## config.mk

```make
export PLATFORM = sky130hd
export DESIGN_NAME = hazard_sb
export DESIGN_NICKNAME = d
export VERILOG_FILES = /design/src/rtl/hazard_pkg.sv /design/src/rtl/hazard_mc_tracker.sv /design/src/rtl/hazard_sb.sv
export SDC_FILE = /design/constraint.sdc
export NUM_CORES = 1
export LEC_CHECK = 0
export BUFFER_PORTS_ARGS = -buffer_cell sky130_fd_sc_hd__buf_2
export CAP_MARGIN = 5
export CORE_UTILIZATION = 40
export DETAILED_ROUTE_END_ITERATION = 10
export GPL_TIMING_DRIVEN = 0
export HOLD_SLACK_MARGIN = 0.1
export PLACE_DENSITY = 0.72
export SLEW_MARGIN = 20
export SYNTH_ARGS = -nofsm -noshare
export SYNTH_HDL_FRONTEND = slang
export SYNTH_SLANG_ARGS = --single-unit
```

## constraint.sdc

```tcl
create_clock -name clk -period 2.4 [get_ports clk]
set_input_delay 0.12 -clock clk [delete_from_list [all_inputs] [get_ports clk]]
set_output_delay 0.12 -clock clk [all_outputs]
set_load 0.02 [all_outputs]
```

## src/rtl/hazard_pkg.sv

```systemverilog
// Shared constants for the hazard scoreboard: forward-mux encodings and default widths.
package hazard_pkg;

    localparam int AW_DEF    = 5;
    localparam int LAT_W_DEF = 4;

    localparam logic [1:0] FWD_NONE = 2'b00;
    localparam logic [1:0] FWD_W    = 2'b01;
    localparam logic [1:0] FWD_M    = 2'b10;

endpackage

```

## src/rtl/hazard_mc_tracker.sv

```systemverilog
// Multi-cycle (mul/div) occupancy tracker: busy flag, destination register and latency down-counter.
module hazard_mc_tracker
    import hazard_pkg::*;
#(
    parameter int AW    = AW_DEF,
    parameter int LAT_W = LAT_W_DEF
) (
    input  logic             clk,
    input  logic             rst,
    input  logic             launch_i,
    input  logic [AW-1:0]    dest_i,
    input  logic [LAT_W-1:0] lat_i,
    output logic             busy_o,
    output logic [AW-1:0]    dest_o,
    output logic             last_o
);

    logic             busy_q, busy_d;
    logic [AW-1:0]    dest_q, dest_d;
    logic [LAT_W-1:0] cnt_q, cnt_d;

    always_ff @(posedge clk or posedge rst) begin
        if (rst) begin
            busy_q <= 1'b0;
            dest_q <= '0;
            cnt_q  <= '0;
        end else begin
            busy_q <= busy_d;
            dest_q <= dest_d;
            cnt_q  <= cnt_d;
        end
    end

    // A launch in the final busy cycle re-arms the unit so occupancy has no gap.
    always_comb begin
        busy_d = busy_q;
        dest_d = dest_q;
        cnt_d  = cnt_q;
        if (launch_i) begin
            busy_d = 1'b1;
            dest_d = dest_i;
            cnt_d  = (lat_i == '0) ? LAT_W'(1) : lat_i;
        end else if (busy_q) begin
            cnt_d = cnt_q - LAT_W'(1);
            if (cnt_q == LAT_W'(1)) begin
                busy_d = 1'b0;
            end
        end
    end

    assign busy_o = busy_q;
    assign dest_o = dest_q;
    assign last_o = busy_q && (cnt_q == LAT_W'(1));

endmodule

```

## src/rtl/hazard_sb.sv

```systemverilog
// Pipeline hazard scoreboard: forwarding selects, load-use/branch/multi-cycle stalls and flushes.
// Defining HAZ_PERF_CNT_EN adds 32-bit stall-cause counters cnt_lw, cnt_br and cnt_mc.
module hazard_sb
    import hazard_pkg::*;
#(
    parameter int AW    = AW_DEF,
    parameter int LAT_W = LAT_W_DEF
) (
    input  logic             clk,
    input  logic             rst,
    input  logic [AW-1:0]    rsD,
    input  logic [AW-1:0]    rtD,
    input  logic [AW-1:0]    writeregD,
    input  logic             branchD,
    input  logic             regwriteD,
    input  logic             issueD,
    input  logic             mcopD,
    input  logic [LAT_W-1:0] mclatD,
    input  logic [AW-1:0]    rsE,
    input  logic [AW-1:0]    rtE,
    input  logic [AW-1:0]    writeregE,
    input  logic             regwriteE,
    input  logic             memtoregE,
    input  logic [AW-1:0]    writeregM,
    input  logic             regwriteM,
    input  logic             memtoregM,
    input  logic [AW-1:0]    writeregW,
    input  logic             regwriteW,
    input  logic             mispredictE,
    output logic             stallF,
    output logic             stallD,
    output logic             flushD,
    output logic             flushE,
    output logic             forwardaD,
    output logic             forwardbD,
    output logic [1:0]       forwardaE,
    output logic [1:0]       forwardbE,
    output logic             mcbusy
`ifdef HAZ_PERF_CNT_EN
    ,
    output logic [31:0]      cnt_lw,
    output logic [31:0]      cnt_br,
    output logic [31:0]      cnt_mc
`endif
);

    logic          mc_busy, mc_last, launch;
    logic [AW-1:0] mc_dest;
    logic          haz_lw, haz_br, haz_mc, haz_any;

    assign forwardaD = (rsD != '0) && regwriteM && (rsD == writeregM);
    assign forwardbD = (rtD != '0) && regwriteM && (rtD == writeregM);

    assign forwardaE = ((rsE != '0) && regwriteM && (rsE == writeregM)) ? FWD_M :
                       ((rsE != '0) && regwriteW && (rsE == writeregW)) ? FWD_W : FWD_NONE;
    assign forwardbE = ((rtE != '0) && regwriteM && (rtE == writeregM)) ? FWD_M :
                       ((rtE != '0) && regwriteW && (rtE == writeregW)) ? FWD_W : FWD_NONE;

    assign haz_lw = memtoregE && (writeregE != '0) &&
                    ((writeregE == rsD) || (writeregE == rtD));

    assign haz_br = branchD &&
                    ((regwriteE && (writeregE != '0) && ((writeregE == rsD) || (writeregE == rtD))) ||
                     (memtoregM && (writeregM != '0) && ((writeregM == rsD) || (writeregM == rtD))));

    // The structural term drops in the final busy cycle so a queued mcop can re-arm the unit.
    assign haz_mc = mc_busy && issueD &&
                    (((mc_dest != '0) && ((rsD == mc_dest) || (rtD == mc_dest))) ||
                     (regwriteD && (writeregD == mc_dest)) ||
                     (mcopD && !mc_last));

    assign haz_any = (haz_lw || haz_br || haz_mc) && !mispredictE && !rst;

    assign stallF = haz_any;
    assign stallD = haz_any;
    assign flushE = haz_any || (mispredictE && !rst);
    assign flushD = mispredictE && !rst;

    assign launch = issueD && mcopD && !stallD && !mispredictE;

    hazard_mc_tracker #(
        .AW    (AW),
        .LAT_W (LAT_W)
    ) u_mc_tracker (
        .clk      (clk),
        .rst      (rst),
        .launch_i (launch),
        .dest_i   (writeregD),
        .lat_i    (mclatD),
        .busy_o   (mc_busy),
        .dest_o   (mc_dest),
        .last_o   (mc_last)
    );

    assign mcbusy = mc_busy;

`ifdef HAZ_PERF_CNT_EN
    logic [31:0] cnt_lw_q, cnt_br_q, cnt_mc_q;

    always_ff @(posedge clk or posedge rst) begin
        if (rst) begin
            cnt_lw_q <= '0;
            cnt_br_q <= '0;
            cnt_mc_q <= '0;
        end else begin
            if (stallD && haz_lw)                       cnt_lw_q <= cnt_lw_q + 32'd1;
            if (stallD && haz_br && !haz_lw)            cnt_br_q <= cnt_br_q + 32'd1;
            if (stallD && haz_mc && !haz_lw && !haz_br) cnt_mc_q <= cnt_mc_q + 32'd1;
        end
    end

    assign cnt_lw = cnt_lw_q;
    assign cnt_br = cnt_br_q;
    assign cnt_mc = cnt_mc_q;
`endif

endmodule

```

==> results of run 1 <==
-- power breakdown --
| group | total [uW] | switching, uW | internal, uW | leakage (uW) |
|---|---|---|---|---|
| Clock | 146 | 54.5 | 91.9 | 0.0000210 |
| Sequential | 336 | 97.1 | 239 | 0.000116 |
| Combinational | 536 | 247 | 290 | 0.000655 |
| Total | 1020 | 398 | 621 | 0.000792 |
-- layer usage --
metal  track usage, %  part of all wire [%]
met5                0                     0
met2             36.8                    51
met1             22.6                    41
met3             1.97                   6.7
met4             8.16                   1.4
-- Yosys cell counts, drive strengths merged --
master,number,area (um^2)
nor4,7,43.8
or3b,1,8.76
o32ai,1,8.76
clkbuf,3,11.3
and3,1,6.26
or4,6,45.0
buf,3,23.8
nor3,5,25.0
nor2,11,41.3
o2111ai,1,8.76
a221oi,1,8.76
o31ai,1,7.51
nand3,7,35.0
xor2,22,193
mux2,8,90.1
nand4,4,25.0
mux2i,1,10.0
a21oi,5,36.3
o21ai,3,15.0
nand2,9,33.8
inv,4,15.0
xnor2,36,315
ha,2,25.0
nor2b,1,6.26
dfrtp,10,250
o311ai,1,26.3
-- sequential cells by signal, summed over array words and instances (netlist names) --
register,cells
u_mc_tracker.cnt_q,4
u_mc_tracker.dest_o,5
u_mc_tracker.busy_o,1
-- worst max-delay path: cells and delay by family (launching register included) --
| kind | cells | cell delay (ns) |
|---|---|---|
| compound gates | 2 | 0.34 |
| xor+xnor | 1 | 0.19 |
| buf+inv | 2 | 0.32 |
| flops | 1 | 0.45 |
| mux | 1 | 0.33 |
| simple gates | 2 | 0.51 |
-- worst paths after layout --
kind / end / slack (ns) / cells after the start
setup / recovery: u_mc_tracker.dest_o[0]$_DFFE_PP0P_ / 0.13 / 8
hold / removal: u_mc_tracker.cnt_q[3]$_DFFE_PP0P_ / 0.11 / 2
setup reg to reg: u_mc_tracker.dest_o[0]$_DFFE_PP0P_ / 0.13 / 8
hold reg to reg: u_mc_tracker.busy_o$_DFF_PP0_ / 0.61 / 2
max in group asynchronous: u_mc_tracker.dest_o[0]$_DFFE_PP0P_ / 1.68 / 3
min in group asynchronous: u_mc_tracker.cnt_q[0]$_DFFE_PP0P_ / 0.44 / 3
-- per-stage QoR --
step / setup slack, ns / cell area (um^2) / utilization, %
finish: 0.134 / 1790 / 58.0
global route: -0.0245 / 1790 / 58.0
CTS: 0.00678 / 1750 / 56.8
detailed placement: 0.100 / 1680 / 54.4
global placement: 0.131 / 1680 / 54.4
floorplan: 0.250 / 1320 / -
-- kinds of logic (layout without fill, tap and decap cells) --
kind of cell,after synthesis,in the layout
xor gates and xnor gates,58,58
and+or+nand+nor,52,52
AOI/OAI and AO/OA,13,13
DFF,10,10
buffers and inverters,10,79
muxes,9,9
adders and majority gates,2,2
-- final cells by class --
class	instances	area, um^2	share of cell area [%]
inverter	4	15.0	0.840
timing repair buffer	65	353	19.7
multi-input combinational	134	1040	58.3
clock buffer	4	36.3	2.03
tap	44	55.1	3.08
sequential	10	250	14.0
buffer	6	35.0	1.96
-- timing repair --
item	4_1_cts	5_1_grt
pin swaps	0	3
resized for setup	2	2
buffers inserted	0	2
hold buffers	2	0
setup endpoints to repair	3	11
hold endpoints to repair	11	0
==> reports/results.txt, run 1 <==
Outcome: finished clean
Parity-gate share of the synthesized area counting xor and xnor cells: 38.6%
Slowest stage cell, crit path: sky130_fd_sc_hd__dfrtp_1
Maximum number of pins on one net before global-route repair: 11
Port Buffers: 61
Source of the worst register-to-register timing path: u_mc_tracker.dest_o[4]$_DFFE_PP0P_
Number of filler instances in the final layout: 317
Number of detailed-routing iterations run before antenna repair: 4
Total instance count after detailed placement: 259
PnR Total Power: 1020 uW
Wire length of the first global-routing pass: 5330 um
Die H: 59.3 um
Source of the critical timing path: u_mc_tracker.dest_o[4]$_DFFE_PP0P_
Worst endpoint required time: 2.54 ns
Clock insertion delay at the later pin of the skew report: 0.26 ns
Max cap viols: 0
Number of routed nets with antenna violations: 0
Register area share after synthesis: 19.0%
Horizontal extent of the die: 59.3 um
Synthesized netlist cell count: 154
Synthesized flop and latch total: 10
DRT Wirelength: 3440 um
Peak VDD IR: 0.498 mV
Warnings from Yosys: 0
Final count of hold timing violations: 0
Fin Clk Skew: 0.00793 ns
Combined global-route utilization of all metal layers: 19.7%
Via count normalized by instance count: 5.08
Startpoint types: register
Number of diodes: 0
Endpoint arrival time on the critical path: 2.40 ns
Critical path class: reg2reg
Final HPWL DP: 2840 um
Most used cells in the layout excluding fill and tap cells: sky130_fd_sc_hd__buf_2 (62), sky130_fd_sc_hd__xnor2_1 (36), sky130_fd_sc_hd__xor2_1 (22), sky130_fd_sc_hd__nor2_1 (11), sky130_fd_sc_hd__dfrtp_1 (10)
Slew at the pin with the worst max-slew slack: 0.502 ns
CTS Buffer Depth: 2
H-Tree Level Count: 1
Chain of cells forming the critical path: xor2_1 -> nor4_1 -> and3_1 -> a221oi_4 -> buf_4 -> o311ai_4 -> buf_12 -> mux2_2
Total number of vias: 1357
Setup total negative slack: 0 ns
Detailed-route wire length per cell: 12.9 um
Routability congestion estimate: 0.784
Residual DRC: 0
Cell area after technology mapping: 0.00132 mm^2
Post-layout min period: 2.27 ns
Worst Setup End Kind: register
# rows: 20
Achievable Freq: 441 MHz
Clock tree from TritonCTS: yes
Total global routing overflow: 0
Cts bufs inserted: 3
Worst Min Path Start: mclatD[3]
Initial standard-cell utilization of the core: 42.7%
Core region area: 0.00308 mm^2
IO Pins: 67
Area delta synth->final: 35.9%
Leakage component of the power: 0.000792 uW
Die footprint: 0.00352 mm^2
Clock transition at the registers of the reported paths: 0.07 ns
Peak fanout along the critical path: 10
Number of distinct standard cells referenced by the synthesized netlist: 29
Most common library cell in the layout ignoring fill and taps: sky130_fd_sc_hd__buf_2
Post-route worst hold slack: 0.111 ns
Combinational family with the most area after synthesis: XOR/XNOR gates
Simple-gate area share of the yosys netlist: 20.6%
Worst min-delay path class: in2reg
CTS Root Buffer Type: sky130_fd_sc_hd__clkbuf_4
Initial antenna violation count: 0
Final clock period utilization by the worst path: 94.4%
Ratio of total power to cell area: 570 mW/mm^2
Slew HR: 66.3%
Multiplexer fraction of the synthesized cell area: 7.61%
Syn_nets: 212
Fraction of layout instances using a drive strength above 1: 37.2%
Clock net sink count: 10
Total setup violations reported at the end of the flow: 0
Adder-cell share of the synthesized area: 1.90%
Total number of nets in the final design: 282
Area fraction in compound gates after synthesis: 8.47%
Syn Area/Cell: 8.54 um^2
Number of standard cells in the final layout excluding fillers: 267
Crit-path max cell delay: 0.45 ns
First DRT Iteration DRCs: 56
Number of global-route vias before repair: 1281
Max-slew violation total from the final report: 0
Note: power is estimated with default switching activity, not from simulation.
==> run 2: changes to the inputs <==
--- a/config.mk
+++ b/config.mk
@@ -10,8 +10,7 @@
 export CORE_UTILIZATION = 40
 export DETAILED_ROUTE_END_ITERATION = 10
 export GPL_TIMING_DRIVEN = 0
-export HOLD_SLACK_MARGIN = 0.1
-export PLACE_DENSITY = 0.72
+export PLACE_DENSITY = 0.79
 export SLEW_MARGIN = 20
 export SYNTH_ARGS = -nofsm -noshare
 export SYNTH_HDL_FRONTEND = slang
==> reports/results.txt, run 2 (synthesis gave the netlist of run 1 again) <==
Area delta synth->final: 34.5%
Final clock period utilization by the worst path: 93.9% (-0.55 points)
Max cap viols: 0 (unchanged)
Total setup violations reported at the end of the flow: 0 (unchanged)
Max-slew violation total from the final report: 0 (unchanged)
Peak fanout along the critical path: 3 (-7)
Largest register FFs: 5 (unchanged)
Peak VDD IR: 0.440 mV (-12%)
Number of filler instances in the final layout: 292 (-7.9%)
Post-layout min period: 2.25 ns (-0.0132 ns)
Initial antenna violation count: 0 (unchanged)
Detailed-route wire length per cell: 12.2 um (-5.6%)
Initial standard-cell utilization of the core: 42.7% (unchanged)
Via count normalized by instance count: 5.02 (-1.2%)
Combined global-route utilization of all metal layers: 18.9% (-0.77 points)
Clock net sink count: 10 (unchanged)
Worst endpoint required time: 2.28 ns (-0.26 ns)
Most used cells in the layout excluding fill and tap cells: sky130_fd_sc_hd__buf_2 (62), sky130_fd_sc_hd__xnor2_1 (36), sky130_fd_sc_hd__xor2_1 (22), sky130_fd_sc_hd__nor2_1 (11), sky130_fd_sc_hd__dfrtp_1 (10)
Horizontal extent of the die: 59.3 um (unchanged)
Endpoint arrival time on the critical path: 2.13 ns (-0.27 ns)
Outcome: finished clean
Maximum number of pins on one net before global-route repair: 11 (unchanged)
Ratio of total power to cell area: 572 mW/mm^2 (+0.36%)
Clock tree from TritonCTS: yes
Number of global-route vias before repair: 1213 (-5.3%)
IO Pins: 67 (unchanged)
Number of detailed-routing iterations run before antenna repair: 4 (unchanged)
Critical path class: reg2out
Post-route worst hold slack: 0.101 ns (-0.00926 ns)
First DRT Iteration DRCs: 45 (-20%)
CTS Root Buffer Type: sky130_fd_sc_hd__clkbuf_4
H-Tree Level Count: 1 (unchanged)
Fin worst setup slack: 0.147 ns (+0.0132 ns)
Place WS: 0.107 ns (+0.00656 ns)
Routability congestion estimate: 0.865 (+10%)
Achievable Freq: 444 MHz (+0.59%)
Wire length of the first global-routing pass: 5140 um (-3.5%)
Die H: 59.3 um (unchanged)
Port Buffers: 61 (unchanged)
# rows: 20 (unchanged)
Most common library cell in the layout ignoring fill and taps: sky130_fd_sc_hd__buf_2
Total number of nets in the final design: 280 (-0.71%)
Total number of vias: 1330 (-2.0%)
Residual DRC: 0 (unchanged)
Number of routed nets with antenna violations: 0 (unchanged)
DRT Wirelength: 3220 um (-6.3%)
Cts bufs inserted: 3 (unchanged)
Number of diodes: 0 (unchanged)
Die footprint: 0.00352 mm^2 (unchanged)
Leakage component of the power: 0.000783 uW (-1.1%)
Clock transition at the registers of the reported paths: 0.07 ns (about the same)
Slew HR: 67.8% (+1.6 points)
Worst min-delay path class: in2reg
Startpoint types: register
Slew at the pin with the worst max-slew slack: 0.478 ns (-0.0232 ns)
CTS Buffer Depth: 2 (unchanged)
Core region area: 0.00308 mm^2 (unchanged)
Final count of hold timing violations: 0 (unchanged)
PnR Total Power: 1010 uW (-0.62%)
Fraction of layout instances using a drive strength above 1: 37.1% (-0.12 points)
Total global routing overflow: 0 (unchanged)
Fin Clk Skew: 0.00316 ns (-0.00477 ns)
Final HPWL DP: 2660 um (-6.4%)
Clock insertion delay at the later pin of the skew report: 0.27 ns (about the same)
Worst Setup End Kind: output pin
Fin util: 57.5% (-0.57 points)
==> run 2: cell count changes in the layout (fill, tap and decap cells not counted), sizes merged <==
cell	previous run	this run
dlygate4sd3	2	1
buf	66	65
==> run 2: worst paths after layout <==
check                                                     end                          startpoint  cells past startpoint  slack, ns
hold / removal              u_mc_tracker.cnt_q[3]$_DFFE_PP0P_                           mclatD[3]                      2       0.10
min in group asynchronous       u_mc_tracker.busy_o$_DFF_PP0_                                 rst                      3       0.44
hold reg to reg                 u_mc_tracker.busy_o$_DFF_PP0_       u_mc_tracker.busy_o$_DFF_PP0_                      2       0.63
setup / recovery                                       stallF   u_mc_tracker.cnt_q[1]$_DFFE_PP0P_                      9       0.15
max in group asynchronous  u_mc_tracker.dest_o[4]$_DFFE_PP0P_                                 rst                      3       1.69
setup reg to reg           u_mc_tracker.dest_o[1]$_DFFE_PP0P_  u_mc_tracker.dest_o[4]$_DFFE_PP0P_                      7       0.27
==> run 2: through the flow <==
stage / setup TNS [ns] / instances / cell area (um^2)
after global routing: -0.00135 / 265 / 1770
after detailed placement: 0 / 259 / 1680
final: 0 / 265 / 1770
after floorplan: 0 / 154 / 1320
after CTS: 0 / 264 / 1740
after global placement: 0 / 259 / 1680
==> run 2: critical path, cell delays in order (launching register included) <==
cell	delay [ns]
sky130_fd_sc_hd__dfrtp_1	0.40
sky130_fd_sc_hd__inv_1	0.08
sky130_fd_sc_hd__ha_1	0.14
sky130_fd_sc_hd__or3b_4	0.39
sky130_fd_sc_hd__a221oi_4	0.33
sky130_fd_sc_hd__nor2_1	0.09
sky130_fd_sc_hd__nand3_1	0.09
sky130_fd_sc_hd__nand2_1	0.07
sky130_fd_sc_hd__buf_4	0.14
sky130_fd_sc_hd__buf_2	0.15
==> run 2: layout make-up <==
type	instances	area, um^2	area share [%]
Multi-Input combinational cell	134	1040	58.9
Timing Repair Buffer	63	335	19.0
Sequential cell	10	250	14.1
Tap cell	44	55.1	3.11
Clock buffer	4	36.3	2.05
Buffer	6	35.0	1.98
Inverter	4	15.0	0.849
==> run 2: routing by layer <==
layer  share of wire (%)  track usage (%)
met5                   0                0
met1                  46             25.3
met4                 1.1             7.14
met3                 5.9            0.873
met2                  47             32.1
==> run 2: repair_timing <==
item                                    in CTS  in global routing
gates resized for setup                      2                  2
endpoints found under the hold margin       10                  0
cloned                                       0                  0
endpoints found under the setup margin       3                 10
buffers inserted                             0                  1
pin swaps                                    0                  2
hold buffers                                 1                  0
==> run 2: report_power, final <==
| group | leakage (uW) | switching [uW] | total (uW) | internal (uW) |
|---|---|---|---|---|
| registers | 0.000116 | 97.1 | 336 | 239 |
| clock network | 0.0000210 | 60.7 | 153 | 92.2 |
| logic | 0.000646 | 240 | 523 | 283 |
| total | 0.000783 | 398 | 1010 | 614 |
